==> src/rtl/game_pkg.sv <==
// Shared types and constants for the cell evolution engine: scheduler states,
// board size helper and watchdog multiplier.
package game_pkg;

  typedef enum logic [2:0] {
    IDLE   = 3'd0,
    EVOLVE = 3'd1,
    SWAP   = 3'd2,
    WAIT   = 3'd3,
    CLEAR  = 3'd4
  } sched_state_t;

  localparam int WD_MULT = 16;

  function automatic int cells(input int m, input int n);
    return m * n;
  endfunction

endpackage

==> src/rtl/gen_period_timer.sv <==
// Loadable down-counter with a zero flag; paces the idle gap between
// free-running generations.
module gen_period_timer #(
  parameter int W = 24
) (
  input  logic         clk,
  input  logic         rst,
  input  logic         load,
  input  logic [W-1:0] load_val,
  input  logic         dec,
  output logic         zero
);

  logic [W-1:0] count_q, count_d;

  // Next count: load wins over decrement, decrement saturates at zero.
  always_comb begin
    count_d = count_q;
    if (load) begin
      count_d = load_val;
    end else if (dec && (count_q != {W{1'b0}})) begin
      count_d = count_q - W'(1);
    end else begin
      count_d = count_q;
    end
  end

  // Count register.
  always_ff @(posedge clk) begin
    if (rst) begin
      count_q <= {W{1'b0}};
    end else begin
      count_q <= count_d;
    end
  end

  assign zero = (count_q == {W{1'b0}});

endmodule

==> src/rtl/evo_scheduler.sv <==
// Generation-level controller: launches passes, flips the cell bank, paces
// free-run and sweeps a board clear. Optional watchdog: EVO_WATCHDOG_EN.
module evo_scheduler
  import game_pkg::*;
#(
  parameter int P_PARAM_M = 5,
  parameter int P_PARAM_N = 5,
  parameter int WIDTH     = 12,
  parameter int PERIOD_W  = 24,
  parameter int GEN_W     = 16
) (
  input  logic                  clk,
  input  logic                  rst,
  input  logic                  cmd_run,
  input  logic                  cmd_pause,
  input  logic                  cmd_step,
  input  logic                  cmd_clear,
  input  logic [PERIOD_W-1:0]   period,
  input  logic                  evo_wden,
  output logic                  evo_toggle,
  output logic                  bank_sel,
  output logic                  clr_wden,
  output logic [2*WIDTH-1:0]    clr_addr,
  output logic                  running,
  output logic                  busy,
  output logic [GEN_W-1:0]      gen_count,
  output logic                  err
);

  localparam int AW = 2 * WIDTH;
  localparam int CELLS = cells(P_PARAM_M, P_PARAM_N);
  localparam logic [AW-1:0] LAST_CELL = AW'(CELLS - 1);

  sched_state_t state_q, state_d;
  logic toggle_q, toggle_d;
  logic bank_q, bank_d;
  logic clr_wden_q, clr_wden_d;
  logic running_q, running_d;
  logic busy_q, busy_d;
  logic pend_q, pend_d;
  logic [AW-1:0] clr_addr_q, clr_addr_d;
  logic [AW-1:0] wr_cnt_q, wr_cnt_d;
  logic [GEN_W-1:0] gen_q, gen_d;

  logic tmr_load_s, tmr_dec_s, tmr_zero_s;
  logic [PERIOD_W-1:0] tmr_val_s;
  logic swap_pend_s, swap_run_s;

`ifdef EVO_WATCHDOG_EN
  localparam int WD_LIMIT = WD_MULT * CELLS;
  localparam int WD_W = $clog2(WD_LIMIT + 1);
  localparam logic [WD_W-1:0] WD_LAST = WD_W'(WD_LIMIT - 1);
  logic [WD_W-1:0] wd_q, wd_d;
  logic err_q, err_d;
`endif

  // A period of 0 behaves like 1: the timer always holds at least one WAIT cycle.
  assign tmr_val_s = (period == {PERIOD_W{1'b0}}) ? {PERIOD_W{1'b0}}
                                                  : (period - PERIOD_W'(1));

  gen_period_timer #(.W(PERIOD_W)) u_timer (
    .clk      (clk),
    .rst      (rst),
    .load     (tmr_load_s),
    .load_val (tmr_val_s),
    .dec      (tmr_dec_s),
    .zero     (tmr_zero_s)
  );

  // Next-state and next-output logic for the generation sequencer.
  always_comb begin
    state_d     = state_q;
    toggle_d    = toggle_q;
    bank_d      = bank_q;
    clr_wden_d  = clr_wden_q;
    clr_addr_d  = clr_addr_q;
    running_d   = running_q;
    pend_d      = pend_q;
    wr_cnt_d    = wr_cnt_q;
    gen_d       = gen_q;
    tmr_load_s  = 1'b0;
    tmr_dec_s   = 1'b0;
    swap_pend_s = pend_q | cmd_clear;
    swap_run_s  = cmd_pause ? 1'b0 : (cmd_run ? 1'b1 : running_q);
`ifdef EVO_WATCHDOG_EN
    wd_d  = wd_q;
    err_d = err_q;
`endif
    case (state_q)
      IDLE: begin
        if (cmd_clear) begin
          state_d    = CLEAR;
          clr_wden_d = 1'b1;
          clr_addr_d = {AW{1'b0}};
        end else if (cmd_pause) begin
          running_d = 1'b0;
        end else if (cmd_step || cmd_run) begin
          running_d = cmd_step ? running_q : 1'b1;
          toggle_d  = ~toggle_q;
          wr_cnt_d  = {AW{1'b0}};
          state_d   = EVOLVE;
`ifdef EVO_WATCHDOG_EN
          wd_d = {WD_W{1'b0}};
`endif
        end else begin
          state_d = IDLE;
        end
      end
      EVOLVE: begin
        if (cmd_clear) begin
          pend_d = 1'b1;
        end else begin
          pend_d = pend_q;
        end
        if (cmd_pause) begin
          running_d = 1'b0;
        end else if (cmd_run) begin
          running_d = 1'b1;
        end else begin
          running_d = running_q;
        end
        if (evo_wden) begin
          wr_cnt_d = wr_cnt_q + AW'(1);
          if (wr_cnt_q == LAST_CELL) begin
            state_d = SWAP;
          end else begin
            state_d = EVOLVE;
          end
        end else begin
          wr_cnt_d = wr_cnt_q;
        end
`ifdef EVO_WATCHDOG_EN
        wd_d = wd_q + WD_W'(1);
        if (!(evo_wden && (wr_cnt_q == LAST_CELL)) && (wd_q == WD_LAST)) begin
          err_d     = 1'b1;
          running_d = 1'b0;
          pend_d    = 1'b0;
          state_d   = IDLE;
        end else begin
          err_d = err_q;
        end
`endif
      end
      SWAP: begin
        bank_d    = ~bank_q;
        gen_d     = gen_q + GEN_W'(1);
        running_d = swap_run_s;
        pend_d    = swap_pend_s;
        if (swap_pend_s) begin
          state_d    = CLEAR;
          clr_wden_d = 1'b1;
          clr_addr_d = {AW{1'b0}};
        end else if (swap_run_s) begin
          state_d    = WAIT;
          tmr_load_s = 1'b1;
        end else begin
          state_d = IDLE;
        end
      end
      WAIT: begin
        if (cmd_clear) begin
          state_d    = CLEAR;
          clr_wden_d = 1'b1;
          clr_addr_d = {AW{1'b0}};
        end else if (cmd_pause) begin
          running_d = 1'b0;
          state_d   = IDLE;
        end else if (tmr_zero_s) begin
          toggle_d = ~toggle_q;
          wr_cnt_d = {AW{1'b0}};
          state_d  = EVOLVE;
`ifdef EVO_WATCHDOG_EN
          wd_d = {WD_W{1'b0}};
`endif
        end else begin
          tmr_dec_s = 1'b1;
        end
      end
      CLEAR: begin
        if (clr_addr_q == LAST_CELL) begin
          clr_wden_d = 1'b0;
          clr_addr_d = {AW{1'b0}};
          bank_d     = 1'b0;
          gen_d      = {GEN_W{1'b0}};
          running_d  = 1'b0;
          pend_d     = 1'b0;
          state_d    = IDLE;
        end else begin
          clr_addr_d = clr_addr_q + AW'(1);
        end
      end
      default: begin
        state_d = IDLE;
      end
    endcase
`ifdef EVO_WATCHDOG_EN
    // Any accepted clear also releases a latched watchdog error.
    if ((state_d == CLEAR) && (state_q != CLEAR)) begin
      err_d = 1'b0;
    end else begin
      err_d = err_d;
    end
`endif
    busy_d = (state_d == EVOLVE) || (state_d == SWAP) || (state_d == CLEAR);
  end

  // State and registered outputs.
  always_ff @(posedge clk) begin
    if (rst) begin
      state_q    <= IDLE;
      toggle_q   <= 1'b0;
      bank_q     <= 1'b0;
      clr_wden_q <= 1'b0;
      clr_addr_q <= {AW{1'b0}};
      running_q  <= 1'b0;
      busy_q     <= 1'b0;
      pend_q     <= 1'b0;
      wr_cnt_q   <= {AW{1'b0}};
      gen_q      <= {GEN_W{1'b0}};
`ifdef EVO_WATCHDOG_EN
      wd_q       <= {WD_W{1'b0}};
      err_q      <= 1'b0;
`endif
    end else begin
      state_q    <= state_d;
      toggle_q   <= toggle_d;
      bank_q     <= bank_d;
      clr_wden_q <= clr_wden_d;
      clr_addr_q <= clr_addr_d;
      running_q  <= running_d;
      busy_q     <= busy_d;
      pend_q     <= pend_d;
      wr_cnt_q   <= wr_cnt_d;
      gen_q      <= gen_d;
`ifdef EVO_WATCHDOG_EN
      wd_q       <= wd_d;
      err_q      <= err_d;
`endif
    end
  end

  assign evo_toggle = toggle_q;
  assign bank_sel   = bank_q;
  assign clr_wden   = clr_wden_q;
  assign clr_addr   = clr_addr_q;
  assign running    = running_q;
  assign busy       = busy_q;
  assign gen_count  = gen_q;
`ifdef EVO_WATCHDOG_EN
  assign err = err_q;
`else
  assign err = 1'b0;
`endif

endmodule
==> config.mk <==
export PLATFORM = sky130hd
export DESIGN_NAME = evo_scheduler
export DESIGN_NICKNAME = d
export VERILOG_FILES = /design/src/rtl/game_pkg.sv /design/src/rtl/gen_period_timer.sv /design/src/rtl/evo_scheduler.sv
export SDC_FILE = /design/constraint.sdc
export NUM_CORES = 1
export LEC_CHECK = 0
export BUFFER_PORTS_ARGS = -buffer_cell sky130_fd_sc_hd__buf_2
export CORE_ASPECT_RATIO = 0.9
export CORE_UTILIZATION = 55
export DETAILED_ROUTE_END_ITERATION = 8
export MAX_ROUTING_LAYER = met4
export PLACE_DENSITY_LB_ADDON = 0.2
export SETUP_SLACK_MARGIN = 0.05
export SYNTH_ARGS = -nofsm -noshare
export SYNTH_HDL_FRONTEND = slang
export SYNTH_SLANG_ARGS = --single-unit
export TNS_END_PERCENT = 5
==> constraint.sdc <==
create_clock -name clk -period 2.6 [get_ports clk]
set_input_delay 0.39 -clock clk [delete_from_list [all_inputs] [get_ports clk]]
set_output_delay 0.39 -clock clk [all_outputs]
set_load 0.02 [all_outputs]
==> metrics.yaml <==
synth:
  syn_nets: 741
  netlist-cell-type-count: 62
  synth_cells: 703
  yosys.area.top_type: "dfxtp_1"
  synthTopCellsByArea: "dfxtp_1 (35%), nor2_1 (7.7%), xnor2_1 (7.4%), xor2_1 (5.5%), nor4_1 (3.6%)"
  ys_ff_latch: 97
  syn_avg_cell_area_um2: 7.87
  netlist.area_leader.share_pct: 35.1
  syn-cell-area_um2: 5530
  seq_area_frac_synth_pct: 35.1
  synth_edf_count: 0
  yosysWarnings: 0
  async_reset_ff_share_pct: 0
  synthFlopType: "dfxtp_1"
drt:
  firstDrtPassIters: 5
  via_per_inst: 5.95
  num_vias: 5508
  drtIter0Drc: 440
  ant_nets: 0
  drcViolationCount: 0
  drt-total-wl_mm: 13.9
  wl_per_cell_um: 15.0
floorplanning:
  initial_utilization_pct: 57.0
  core_um2: 9700
  floorplan.die_area_um2: 10500
  die_w_um: 108
  io_pins: 77
  rows: 34
  chipHeight_um: 97.1
outcome:
  status: "complete, no violations"
clock_tree:
  cts_tree: "done"
  cts_root_buf: "clkbuf_8"
  worstSkewPairLatency_ns: 0.38
  cts_htree_levels: 3
  cts_buffer_depth: 2
  clk_pin_slew_worst_paths_ns: 0.11
  cts_num_sinks: 97
  cts_buffers: 9
critical_path:
  crit_fanout: 10
  crit_family: "simple AND/OR/NAND/NOR gates"
  worstPathArrival_ns: 2.72
  critPathSlowestCell: "or4_4"
  cp_data_required_time_ns: 2.88
  cp-start-kind: "flip-flop"
  end_kind: "flip-flop"
  cpPeakStageDelay_ns: 0.58
  path_class: "flip-flop to flip-flop"
  cp_cell_sequence: "or4_1, or4_4, o31ai_4, nor2b_1, xnor2_1, nor2_1"
  path_buf_inv: 0
timing:
  fin_crit_sh_pct: 94.1
  rsz0062_at_grt: "yes"
  tightest_slew_ns: 0.602
  slew_headroom_pct: 59.4
  fin_skew_ns: 0.0161
  hold_violations: 0
  period_needed_ns: 2.45
  slew_viol_final: 0
  timing.setup.tns_ns: 0
  clock.fmax_mhz: 409
  setup_viol: 0
cells_and_area:
  final_cell_mix: "nor2_1 (113), dfxtp_1 (97), buf_2 (75)"
  finalNonFillerCells: 926
  final_common_cell: "nor2_1"
  drive_gt1_share_pct: 18.4
  fillCellCount: 870
  fin_nets: 833
  diodes: 0
  area_growth_syn_to_layout_pct: 15.8
power:
  power_density_nw_per_um2: 430
  p_leak_uw: 0.00238
  ir_drop_mv: 0.273
global_routing:
  grt_pass1_wl_mm: 23.6
  antenna_found_initial: 0
  grt_max_degree: 25
  grt_usage_pct: 28.5
  overflow: 0
  grt_pass1_vias: 5144
place:
  dp.cells: 910
  dp.final_hpwl_mm: 10.4
  io_buffers: 75
  place_congestion: 0.897
flow_run:
  maxCapViolations: 0
hold_path:
  worstHoldPathType: "primary input to flip-flop"
worst register-to-register path, cell delays in order, from the launching register on:
cell and delay, ns:
dfxtp_1 0.35, or4_1 0.53, or4_4 0.58, o31ai_4 0.46
nor2b_1 0.21, xnor2_1 0.14, nor2_1 0.06
layout make-up:
class / count / area, um2 / area share, %
multi-input combinational: 556 / 3400 / 53.0
timing repair buffer: 111 / 646 / 10.1
sequential: 97 / 1940 / 30.3
clock buffer: 9 / 124 / 1.93
tap: 126 / 158 / 2.46
clock inverter: 7 / 65.1 / 1.02
inverter: 20 / 75.1 / 1.17
power breakdown:
group | internal [uW] | leakage [uW] | total (uW) | switching [uW]
logic | 106 | 0.00150 | 286 | 180
clock network | 366 | 0.0000905 | 955 | 589
registers | 1500 | 0.000783 | 1520 | 14.4
total | 1970 | 0.00238 | 2760 | 783
sequential cells by signal, indices dropped and copies added (netlist names):
register / cells
clr_wden: 1
evo_toggle: 1
wr_cnt_q: 24
running: 1
bank_sel: 1
gen_count: 16
state_q: 3
clr_addr: 24
busy: 1
u_timer.count_q: 24
pend_q: 1
routing by layer:
| metal | up-vias | part of all wire [%] | track usage (%) |
|---|---|---|---|
| li1 | 2707 | - | - |
| met3 | 29 | 5.7 | 3.62 |
| met4 | 0 | 1.6 | 7.59 |
| met1 | 2580 | 46 | 37.4 |
| met5 | - | 0 | - |
| met2 | 192 | 47 | 46.3 |
final timing paths:
check	startpoint	cells after the start	slack [ns]	end
worst max-delay path	clr_addr[21]$_SDFFE_PP0P_	6	0.15	gen_count[5]$_SDFFE_PP0P_
worst min register to register	bank_sel$_SDFFE_PP0P_	1	0.49	bank_sel$_SDFFE_PP0P_
worst max register to register	clr_addr[21]$_SDFFE_PP0P_	6	0.15	gen_count[5]$_SDFFE_PP0P_
worst min-delay path	period[17]	3	0.32	u_timer.count_q[17]$_SDFFE_PP0P_
cells in the mapped netlist, types with 6 or more instances:
cell      instances
nor2_1          113
dfxtp_1          97
nand2_1          50
xnor2_1          47
xor2_1           35
nor3_1           34
nor4_1           32
o21ai_0          30
nand3_1          28
a21oi_1          23
nand4_1          21
clkbuf_1         19
inv_1            19
o22ai_1          10
or3_1            10
or4_1            10
and3_1            9
ha_1              7
a211oi_1          6
nor2b_1           6
o21a_1            6
what timing repair did:
item | CTS | global route
setup endpoints to repair | 3 | 16
gates cloned | 0 | 0
hold buffers | 0 | 0
setup buffers | 0 | 0
gates resized for setup | 1 | 2
through the flow:
step	hold slack, ns	total power [uW]	setup WS, ns	area, um2	utilization, %
after floorplan	0.453	1720	0.182	5530	-
after global placement	0.450	1820	0.0699	6200	63.9
after detailed placement	0.477	1830	0.0290	6200	63.9
after CTS	0.315	2770	0.0593	6390	65.9
after global routing	0.345	2870	0.0358	6400	66.0
final	0.316	2760	0.153	6400	66.0
kinds of logic after synthesis:
logic type / after synthesis / share of synthesized area (%)
buf+inv: 50 / 3.73
flops: 97 / 35.1
fa+ha+maj: 7 / 1.58
mux: 3 / 0.588
simple gates: 350 / 32.3
xor+xnor: 82 / 13.0
other cells: 1 / 0.0678
compound gates: 113 / 13.6
No activity file was read; power rests on OpenSTA's default activity.
